File: src/rtl/ram_seq_ctrl.sv
// Record/playback sequencer for a 32x4 single-port block RAM.
// Two debounced buttons select IDLE/RECORD/PLAY and step through RAM entries.
module ram_seq_ctrl #(
  parameter int unsigned CMAX = 1249999,
  parameter int unsigned PDIV = 50,
  parameter int unsigned AW   = 5,
  parameter int unsigned DW   = 4
) (
  input  logic          clk,
  input  logic          rst,
  input  logic          btn_mode,
  input  logic          btn_step,
  input  logic [DW-1:0] din,
  output logic [AW-1:0] ram_addr,
  output logic [DW-1:0] ram_din,
  output logic          ram_wea,
  input  logic [DW-1:0] ram_dout,
  output logic [DW-1:0] dout,
  output logic [1:0]    mode,
  output logic [AW:0]   count,
  output logic          full
);

  localparam int unsigned CW = (CMAX > 0) ? $clog2(CMAX + 1) : 1;
  localparam int unsigned PW = (PDIV > 1) ? $clog2(PDIV) : 1;
  localparam logic [CW-1:0] CLast = CW'(CMAX);
  localparam logic [PW-1:0] PLast = PW'(PDIV - 1);
  localparam logic [AW:0]   Depth = {1'b1, {AW{1'b0}}};

  typedef enum logic [1:0] {
    StIdle   = 2'b00,
    StRecord = 2'b01,
    StPlay   = 2'b10
  } state_e;

  logic [CW-1:0] div_q;
  logic          tick, tick_d1_q;
  logic          mcur_q, mprev_q, scur_q, sprev_q;
  logic          mode_pls, step_pls;

  state_e        state_q, state_d;
  logic [AW:0]   count_q, count_d;
  logic [AW-1:0] rd_ptr_q, rd_ptr_d;
  logic [PW-1:0] pcnt_q, pcnt_d;
  logic [AW-1:0] ram_addr_q, ram_addr_d;
  logic [DW-1:0] ram_din_q, ram_din_d;
  logic          ram_wea_q, ram_wea_d;
  logic [DW-1:0] dout_q, dout_d;
  logic          adv, last;

  assign tick = (div_q == CLast);

  always_ff @(posedge clk) begin
    if (rst) begin
      div_q     <= '0;
      tick_d1_q <= 1'b0;
      mcur_q    <= 1'b0;
      mprev_q   <= 1'b0;
      scur_q    <= 1'b0;
      sprev_q   <= 1'b0;
    end else begin
      div_q     <= tick ? '0 : div_q + 1'b1;
      tick_d1_q <= tick;
      if (tick) begin
        mcur_q  <= btn_mode;
        mprev_q <= mcur_q;
        scur_q  <= btn_step;
        sprev_q <= scur_q;
      end
    end
  end

  // A mode press always wins over a coincident step press.
  assign mode_pls = tick_d1_q & mcur_q & ~mprev_q;
  assign step_pls = tick_d1_q & scur_q & ~sprev_q & ~mode_pls;
  assign full     = (count_q == Depth);
  assign last     = ({1'b0, rd_ptr_q} == (count_q - 1'b1));

  always_comb begin
    state_d    = state_q;
    count_d    = count_q;
    rd_ptr_d   = rd_ptr_q;
    pcnt_d     = pcnt_q;
    ram_addr_d = ram_addr_q;
    ram_din_d  = ram_din_q;
    ram_wea_d  = 1'b0;
    dout_d     = dout_q;
    adv        = 1'b0;

    // The write cycle retires here, even if the mode changes in the same cycle.
    if (ram_wea_q && !full) count_d = count_q + 1'b1;

    unique case (state_q)
      StIdle: begin
        ram_addr_d = '0;
        if (mode_pls) begin
          state_d = StRecord;
          count_d = '0;
        end
      end
      StRecord: begin
        if (mode_pls) begin
          ram_addr_d = '0;
          if (count_q != '0 || ram_wea_q) begin
            state_d  = StPlay;
            rd_ptr_d = '0;
            pcnt_d   = '0;
          end else begin
            state_d = StIdle;
          end
        end else if (step_pls && !full) begin
          ram_wea_d  = 1'b1;
          ram_addr_d = count_q[AW-1:0];
          ram_din_d  = din;
        end
      end
      StPlay: begin
        dout_d     = ram_dout;
        ram_addr_d = rd_ptr_q;
        if (tick) begin
          if (pcnt_q == PLast) begin
            pcnt_d = '0;
            adv    = 1'b1;
          end else begin
            pcnt_d = pcnt_q + 1'b1;
          end
        end
        if (step_pls) adv = 1'b1;
        if (adv) rd_ptr_d = last ? '0 : rd_ptr_q + 1'b1;
        if (mode_pls) begin
          state_d    = StIdle;
          ram_addr_d = '0;
        end
      end
      default: state_d = StIdle;
    endcase
  end

  always_ff @(posedge clk) begin
    if (rst) begin
      state_q    <= StIdle;
      count_q    <= '0;
      rd_ptr_q   <= '0;
      pcnt_q     <= '0;
      ram_addr_q <= '0;
      ram_din_q  <= '0;
      ram_wea_q  <= 1'b0;
      dout_q     <= '0;
    end else begin
      state_q    <= state_d;
      count_q    <= count_d;
      rd_ptr_q   <= rd_ptr_d;
      pcnt_q     <= pcnt_d;
      ram_addr_q <= ram_addr_d;
      ram_din_q  <= ram_din_d;
      ram_wea_q  <= ram_wea_d;
      dout_q     <= dout_d;
    end
  end

  assign ram_addr = ram_addr_q;
  assign ram_din  = ram_din_q;
  assign ram_wea  = ram_wea_q;
  assign dout     = dout_q;
  assign mode     = state_q;
  assign count    = count_q;

endmodule

File: config.mk
export PLATFORM = sky130hd
export DESIGN_NAME = ram_seq_ctrl
export DESIGN_NICKNAME = d
export VERILOG_FILES = /design/src/rtl/ram_seq_ctrl.sv
export SDC_FILE = /design/constraint.sdc
export NUM_CORES = 1
export LEC_CHECK = 0
export ABC_AREA = 1
export CAP_MARGIN = 10
export CORE_ASPECT_RATIO = 1.2
export CORE_MARGIN = 2
export CORE_UTILIZATION = 38
export DETAILED_ROUTE_END_ITERATION = 10
export GPL_TIMING_DRIVEN = 0
export SYNTH_ARGS = -nofsm -noshare
export SYNTH_HDL_FRONTEND = slang
export SYNTH_SLANG_ARGS = --single-unit
export TNS_END_PERCENT = 5
File: constraint.sdc
create_clock -name clk -period 2.24 [get_ports clk]
set_input_delay 0.56 -clock clk [delete_from_list [all_inputs] [get_ports clk]]
set_output_delay 0.56 -clock clk [all_outputs]
set_load 0.01 [all_outputs]
==> impl_results.md, run 1 <==
* Sequential share of the synthesized area at 0.391
* Yosys warns at 0
* Mean Syn Cell Area at 7.16 um2
* Yosys reg bits at 59
* Part of the power in registers at 0.461
* Final hold vios at 0
* GPL Wtd Cong at 0.817
* Multi-input logic area at 1610 um2
* Hold Crit Class: reg -> reg
* CP Data Arrival Time at 1.47 ns
* Via count at 2797
* Hold buffer count at CTS at 0
* Asr flop ratio synth at 0
* Layout cells sized above 1 at 0.0934
* Most common cell after layout, fill and taps aside: nand2_1
* IO buf count at 33
* Max Cap Viol at 0
* Startpoint types: flop
* Crit Path Class: reg -> out
* Grt total ovfl at 0
* Synth top area share at 0.391
* FP Rows at 35
* PwrDens at 616 nW/um2
* Initial drt markers at 180
* Leak at 1.45 nW
* CTS Buf Count at 9
* CTS tree: yes
* Final Power at 2.29 mW
* Endpoints failing setup at 0
* Synthesized Nets at 444
* # H-tree levels at 3
* Synthesis-to-finish area growth at 23.1%
* Die Y at 102 um
* Number of synthesized flops with an enable pin at 0
* Cell accounting for the most synthesized area: dfxtp_1
* Int Pwr at 1.83 mW
* Worst Max-Slew Pin Slew at 0.522 ns
* Initial antenna violation count at 0
* Starting Density at 0.392
* Diodes inserted at 0
* CTS root buffer: clkbuf_8
* Final WS setup at 0.207 ns
* Switching pwr at 0.466 mW
* Worst hold slack at 0.443 ns
* Largest net degree at the start of global routing at 11
* # nets final at 488
* Crit Path Max Fanout at 9
* Final Core Density at 0.483
* Vias in the first global route at 2671
* Slew Limit Fails at 0
* Die Area at 8680 um2
* Peak supply drop at 0.327 mV
* Logic pwr share at 0.023
* CORE AREA at 7710 um2
* Gr usage total at 0.176
* Detailed Routing Iterations Pass 1 at 5
* Clk_lat worst skew at 0.34 ns
* Synth Instances at 422
* Reg area at 1180 um2
* RSZ-0062 raised after global routing: false
* Clock skew at 0.00954 ns
* Top-level port count at 35
* Max_slew headroom at 0.652
* Power share of the clock group at 0.516
* Final period util at 0.908
* Fin crit period at 2.03 ns
* Switching share of total power at 0.203
* Highest-count cells in the layout ignoring fill and taps: nand2_1 (78), nor2_1 (66), dfxtp_1 (58)
* First-pass GRT wire length at 12100 um
* Synthesized area at 3020 um2
* Clk sink count at 59
* Residual DRC at 0
* Leading post-synthesis cells by cell area: dfxtp_1 (39%), nand2_1 (9.7%), nor2_1 (8.2%)
* Run status: complete, no violations
* CTS Buffer Depth at 2
* Routed Antenna Nets at 0
* Required time of the critical path at 1.68 ns
* Fmax at 492 MHz
* Post-Route WL at 6860 um
* Distinct cells, synth at 37
* CP endpoint kind: output pin
* Reg clk slew, reported paths at 0.07 ns
* Fillers at 774
* Chip width at 85.4 um
* Vias/cell at 4.97
* DP Worst Slack at -0.0000959 ns
* Most used flip-flop cell after synthesis: dfxtp_1
* Final HPWL DP at 5110 um
* Average routed wire per standard cell at 12.2 um
[final timing paths]
check	startpoint	to	slack [ns]	cells after the start
worst min register to register	ram_din[3]	ram_din[3]	0.44	2
worst min-delay path	ram_din[3]	ram_din[3]	0.44	2
worst max-delay path	count[0]	full	0.21	5
worst max register to register	mode[0]	pcnt_q[0]	0.38	7
[sequential cells by signal, summed over array words and instances (netlist names)]
register	flops
sprev_q	1
mcur_q	1
dout	4
div_q	21
ram_addr	5
pcnt_q	6
rd_ptr_q	5
count	6
mprev_q	1
ram_wea	1
mode	2
scur_q	1
ram_din	4
tick_d1_q	1
[cell type report]
cell class,instances,area share
Multi-Input combinational cell,301,0.432
Sequential cell,59,0.318
Timing Repair Buffer,33,0.0875
Buffer,7,0.00942
Inverter,55,0.0558
Clock inverter,3,0.0182
Tap cell,92,0.0309
Clock buffer,13,0.0481
[logic make-up (layout without fill, tap and decap cells)]
group / Yosys count / after routing / synth area share
simple gates: 215 / 215 / 0.327
fa+ha+maj: 10 / 10 / 0.0414
compound gates: 60 / 60 / 0.114
xor+xnor: 16 / 16 / 0.0464
buf+inv: 62 / 111 / 0.0799
flops: 59 / 59 / 0.391
[power groups by stage]
stage | sequential [mW] | combinational, mW | clock [mW]
floorplan | 1.08 | 0.0268 | 0
detailed placement | 1.08 | 0.0535 | 0
finish | 1.06 | 0.0529 | 1.18
global route | 1.06 | 0.0592 | 1.26
global placement | 1.08 | 0.0537 | 0
CTS | 1.06 | 0.0537 | 1.21
[synthesized netlist by cell type (2+ instances only)]
library cell / count
nor2_2: 2
nor3_2: 2
nor2_1: 66
inv_2: 4
clkbuf_1: 4
xnor2_1: 7
nand3_1: 33
buf_4: 2
nand4_1: 7
o22ai_1: 7
or2_0: 2
nor3_1: 8
nand2_1: 78
a31oi_1: 2
nand2_2: 3
nor3b_1: 2
o21a_1: 3
inv_1: 50
nor4_1: 2
dfxtp_1: 59
xor2_1: 9
ha_1: 10
a21oi_1: 27
nand3_2: 3
o21ai_0: 14
a211oi_1: 5
[routing by layer]
metal / routed length, um / up-vias / part of all wire / global-route usage
met2: 3410 / 44 / 0.50 / 0.304
met4: 162 / 0 / 0.024 / 0.0891
met5: 0 / - / 0 / 0
met3: 222 / 15 / 0.032 / 0.0440
met1: 3070 / 1275 / 0.45 / 0.202
li1: - / 1463 / - / -
[worst max-delay path, stage by stage, from the launching register on]
cell and delay (ns):
dfxtp_2 0.36, clkinv_2 0.12, ha_2 0.22, nand3_2 0.12
nor3_4 0.16, clkbuf_2 0.16
[per-stage QoR]
stage | setup TNS (ns) | area [um2] | std cells
final | 0 | 3720 | 563
after global routing | 0 | 3720 | 563
after CTS | 0 | 3710 | 563
after detailed placement | -0.0000959 | 3470 | 547
after global placement | 0 | 3470 | 547
after floorplan | 0 | 3020 | 422
[what timing repair did]
action | 4_1_cts | 5_1_grt
resized for setup | 3 | 5
endpoints found under the setup margin | 1 | 1
setup buffers | 0 | 0
(Power assumes the default switching activity.)
==> inputs of run 2 (changes only) <==
- GPL_TIMING_DRIVEN: 0 -> default
- PLACE_DENSITY_LB_ADDON: default -> 0.25
==> impl_results.md, run 2 (synthesis results as in run 1) <==
* Largest register FFs at 21 (unchanged)
* Max Cap Viol at 0 (unchanged)
* Max_slew headroom at 0.756 (+0.104)
* Top reg by flops: div_q
* Worst hold endpoint: ram_din[0]
* Hold Crit Class: reg -> reg
* Worst Max-Slew Pin Slew at 0.365 ns (-0.157 ns)
* CORE AREA at 7710 um2 (unchanged)
* CP bufs+invs at 2 (unchanged)
* Worst Hold Launch: ram_din[0]
* Final period util at 0.932 (+0.0239)
* Fmax at 479 MHz (-2.6%)
* Crit Path Class: reg -> out
* Crit-path max cell delay at 0.33 ns (-0.03 ns)
* CTS Buffer Depth at 2 (unchanged)
* RR Startpoint: count[1]
* # nets final at 487 (-0.20%)
* CP max-delay cell: dfxtp_1
* Chip width at 85.4 um (unchanged)
* Highest-count cells in the layout ignoring fill and taps: nand2_1 (78), nor2_1 (66), dfxtp_1 (58)
* Reg-to-reg slack, setup at 0.43 ns (+0.05 ns)
* Gr usage total at 0.165 (-0.0110)
* Part of the power in registers at 0.474 (+0.013)
* Die Area at 8680 um2 (unchanged)
* Worst Hold Depth at 2 (unchanged)
* Clock skew at 0.0102 ns (+0.000704 ns)
* Crit Path Max Fanout at 4 (-5)
* Startpoint types: flop
* Vias/cell at 4.94 (-0.50%)
* Via count at 2778 (-0.68%)
* CTS Buf Count at 9 (unchanged)
* CP top delay family: buffers and inverters
* Run status: complete, no violations
* Residual DRC at 0 (unchanged)
* R2R depth at 11 (+4)
* Peak supply drop at 0.374 mV (+15%)
* Slew Limit Fails at 0 (unchanged)
* IO buf count at 34 (+3.0%)
* Top-level port count at 35 (unchanged)
* Grt total ovfl at 0 (unchanged)
* Vias in the first global route at 2598 (-2.7%)
* Clk_lat worst skew at 0.34 ns (about the same)
* Power share of the clock group at 0.502 (-0.014)
* Logic pwr share at 0.024 (about the same)
* Worst R2R End: pcnt_q[1]
* First-pass GRT wire length at 11500 um (-5.1%)
* Routed Antenna Nets at 0 (unchanged)
* CTS tree: yes
* Required time of the critical path at 1.68 ns (about the same)
* Starting Density at 0.392 (unchanged)
* CTS root buffer: clkbuf_8
* Int Pwr at 1.77 mW (-3.4%)
* Post-Route WL at 6630 um (-3.4%)
* GPL Wtd Cong at 0.890 (+8.9%)
* Worst hold slack at 0.449 ns (+0.00586 ns)
* CP endpoint kind: output pin
* Clk sink count at 59 (unchanged)
* CP cell instances: inv_1, ha_2, nand3_2, nor3_4, clkdlybuf4s15_1
* Switching share of total power at 0.207 (+0.00411)
* Largest net degree at the start of global routing at 26 (+15)
* # H-tree levels at 3 (unchanged)
* Average routed wire per standard cell at 11.8 um (-3.3%)
* Detailed Routing Iterations Pass 1 at 6 (+1)
* Fin Setup TNS at 0 ns (unchanged)
* Initial antenna violation count at 0 (unchanged)
* Synthesis-to-finish area growth at 23.0% (about the same)
* Leak at 1.45 nW (-0.19%)
* Diodes inserted at 0 (unchanged)
* Fin crit period at 2.09 ns (+0.0535 ns)
* Die Y at 102 um (unchanged)
* Final hold vios at 0 (unchanged)
* PwrDens at 599 nW/um2 (-2.8%)
* RSZ-0062 raised after global routing: false
* FP Rows at 35 (unchanged)
* Final HPWL DP at 4970 um (-2.7%)
* Reg clk slew, reported paths at 0.07 ns (about the same)
* Initial drt markers at 109 (-39%)
* Most common cell after layout, fill and taps aside: nand2_1
* CP Data Arrival Time at 1.53 ns (+0.06 ns)
* Layout cells sized above 1 at 0.0894 (-0.00406)
* Endpoints failing setup at 0 (unchanged)
* Switching pwr at 0.462 mW (-0.92%)
[run 2: metal layers]
| metal | GRT usage | part of all wire |
|---|---|---|
| met3 | 0.0570 | 0.053 |
| met1 | 0.180 | 0.43 |
| met4 | 0.0733 | 0.026 |
| met2 | 0.290 | 0.49 |
| met5 | 0 | 0 |
[run 2: what timing repair did]
action	CTS	global route
hold buffers	0	0
cloned	0	0
endpoints found under the setup margin	1	1
resized for setup	1	4
buffers inserted	0	0
[run 2: power by group through the flow]
stage                     logic, mW  registers (mW)  clock network [mW]
after floorplan              0.0268            1.08                   0
after CTS                    0.0537            1.06                1.15
after global placement       0.0529            1.08                   0
after detailed placement     0.0535            1.08                   0
final                        0.0529            1.06                1.12
after global routing         0.0584            1.06                1.19
[run 2: worst max-delay path by stage]
stage	start	end	slack, ns	depth (start not counted)
6_report	count[1]	full	0.15	5
5_1_grt	count[1]	full	0.008	5
4_1_cts	count[0]	full	0.05	5
3_5_place_dp	count[1]	full	0.19	5
3_3_place_gp	count[1]	full	0.24	5
2_1_floorplan	count[0]	pcnt_q[0]	0.44	10
[run 2: layout make-up]
cell class | count | area (um2)
Sequential cell | 59 | 1180
Clock inverter | 4 | 72.6
Fill cell | 775 | 3990
Inverter | 55 | 206
Tap cell | 92 | 115
Timing Repair Buffer | 39 | 378
Multi-Input combinational cell | 301 | 1610
Clock buffer | 12 | 155
[run 2: stage by stage]
step | power (mW) | setup slack [ns] | utilization | instance area, um2 | cells
global route | 2.31 | 0.00763 | 0.482 | 3720 | 562
finish | 2.23 | 0.153 | 0.482 | 3720 | 562
floorplan | 1.11 | 0.442 | - | 3020 | 422
CTS | 2.26 | 0.0538 | 0.481 | 3710 | 562
detailed placement | 1.13 | 0.193 | 0.451 | 3480 | 546
global placement | 1.13 | 0.235 | 0.451 | 3480 | 546
[run 2: tightest hold or removal path, cell delays in order, from the launching register on]
cell and delay, ns:
dfxtp_1 0.31, inv_1 0.05, a21oi_1 0.05
==> patch (config.mk and constraints of run 2) <==
Add an input register stage for `btn_mode` and `btn_step`; this delays them by one clock. The other inputs are not delayed to match.
--- a/src/rtl/ram_seq_ctrl.sv
+++ b/src/rtl/ram_seq_ctrl.sv
@@ -33,6 +33,14 @@
     StPlay   = 2'b10
   } state_e;
 
+  logic btn_mode_q;
+  logic btn_step_q;
+
+  always_ff @(posedge clk) begin
+    btn_mode_q <= btn_mode;
+    btn_step_q <= btn_step;
+  end
+
   logic [CW-1:0] div_q;
   logic          tick, tick_d1_q;
   logic          mcur_q, mprev_q, scur_q, sprev_q;
@@ -62,9 +70,9 @@
       div_q     <= tick ? '0 : div_q + 1'b1;
       tick_d1_q <= tick;
       if (tick) begin
-        mcur_q  <= btn_mode;
+        mcur_q  <= btn_mode_q;
         mprev_q <= mcur_q;
-        scur_q  <= btn_step;
+        scur_q  <= btn_step_q;
         sprev_q <= scur_q;
       end
     end
Check against the original RTL: same outputs for any inputs over 10 cycles, from zero or initial values and one cycle with rst high; that may be too few to reach the edited logic, so the function may still have changed.
==> patch against run 2 <==
Count of clock-buffer cells in the layout is 3 lower. Worst hold slack worse by 18 ps. Largest cell class unchanged. Maximum frequency shrank 1.0%. Sequential cell count rose by 2. Design area up 6.2%. Synthesized area grew 6.8%. Setup slack worse by 22 ps. Cell count rose by 10%. Routed wire length grew 11%.
Power is not compared: it rests on default switching activity, and its combinational part moved more than twofold at a synthesized area within 25%.
==> patch: results (changes against run 2) <==
Place
The placer congestion estimate is 0.883 (-0.83%). The sum of net half-perimeters after detailed placement is 5570 um (+12%). The post-placement worst setup slack is 170 ps (-23.7 ps).

Finish
The share of layout cells above drive strength 1 is 12.5% (+3.5 points). The net total in the final layout is 522 (+7.2%). The final-layout fill cell count is 853 (+10%).

Drt
The first-pass detailed-route iteration total is 4 (-2). The sum of met2 wire segment lengths after detailed routing is 3830 um (+19%). The post-route met1 wirelength came to 3160 um (+9.7%).

The sum of met3 wire segment lengths after detailed routing is 229 um (-35%). The vias per cell is 4.88 (-1.3%). The number of design-rule violations left by the first detailed-router iteration is 130 (+19%).

Global route
The wire length of the first global-routing pass is 13,000 um (+13%). The met2 global-route usage is 30.8% (+1.8 points). The via count of the first global-routing pass came to 2,976 (+15%). The total track usage came to 17.6% (+1.1 points). The met3 routing resource usage after global routing is 2.92% (-2.8 points).

The global-route met1 utilization is 20.4% (+2.4 points). The largest net degree at the start of global routing is 25 (-3.8%).

Worst setup path
The worst reg2reg path depth is 10 (-1). The slack of the worst reg-to-reg path is 380 ps (-50 ps). The endpoint arrival time on the critical path is 1550 ps (+20 ps). The origin of the critical flop-to-flop path is mode[0].

Timing
The worst relative slew slack is 68.6% (-7.0 points). The period utilization was 94.1% (+0.97 points). The worst setup skew after layout is 12.0 ps (+1.71 ps).

Worst hold path
The sink of the worst hold path is scur_q. In this run the worst hold path is classified as flop to flop. The startpoint of the most critical hold path is btn_step_q.

Yosys
The adder-cell area share of the yosys netlist is 3.49% (-0.65 points). The sequential-to-total area share from yosys stat is 37.8% (-1.2 points). By count the netlist is led by 92 x nand2_1, 61 x dfxtp_1, 58 x nor2_1, 51 x inv_1, 40 x nand3_1. The synthesized-area fraction occupied by ao, oa, aoi and oai cells was 9.62% (-1.8 points). The post-synthesis async set-or-reset flop share is 0% (unchanged). The xor and xnor area share after synthesis is 4.34% (-0.29 points). The synthesized netlist net count is 476 (+7.2%).

Status
The flow ran to the end, and the final reports show no timing, DRC or antenna violations.
[patch: cell count changes in the layout (fill, tap and decap cells not counted), moves of 3 or more]
cell and delta:
a211oi_1 -4, a21oi_1 +5, buf_4 +4, dfxtp_1 +3, inv_2 +4, nand2_1 +14, nand2_2 +5, nand3_1 +7
nand4_1 +5, nor2_1 -8, nor3_2 +5, o21a_1 -3
[patch: kinds of logic (layout without fill, tap and decap cells)]
logic type,Yosys count,after routing
flip-flops,61,61
AO/OA/AOI/OAI,57,57
AND/OR/NAND/NOR,243,243
adder cells (fa/ha/maj),9,9
XOR/XNOR,16,16
buffers and inverters,69,120
[patch: cell type report]
| type | instances | share of cell area, % |
|---|---|---|
| clock inverter | 7 | 1.90 |
| inverter | 61 | 5.80 |
| timing repair buffer | 43 | 10.3 |
| sequential | 61 | 30.9 |
| multi-input combinational | 325 | 44.3 |
| clock buffer | 9 | 3.14 |
| tap | 114 | 3.61 |
[patch: timing repair]
item,4_1_cts,5_1_grt
setup endpoints to repair,1,1
hold buffers,0,0
resized for setup,2,1
setup buffers,0,0
[patch: metrics by stage]
step | hold slack, ps | instances | total power [W] | instance area [um2] | util [%]
3_5_place_dp | 427 | 604 | 0.00129 | 3740 | 45.6
5_1_grt | 436 | 620 | 0.00236 | 3950 | 48.1
2_1_floorplan | 406 | 455 | 0.00122 | 3230 | -
4_1_cts | 433 | 620 | 0.00230 | 3940 | 48.0
6_report | 431 | 620 | 0.00226 | 3950 | 48.1
3_3_place_gp | 420 | 604 | 0.00129 | 3740 | 45.6
[patch: worst reg2reg max path: stages, from the launching register on]
cell	delay, ps
dfxtp_1	360
inv_1	100
ha_1	400
clkinv_1	150
buf_4	220
nor2_1	170
nand2_2	110
nand2_2	110
nand2_1	60
nand2_1	70
a21oi_2	30
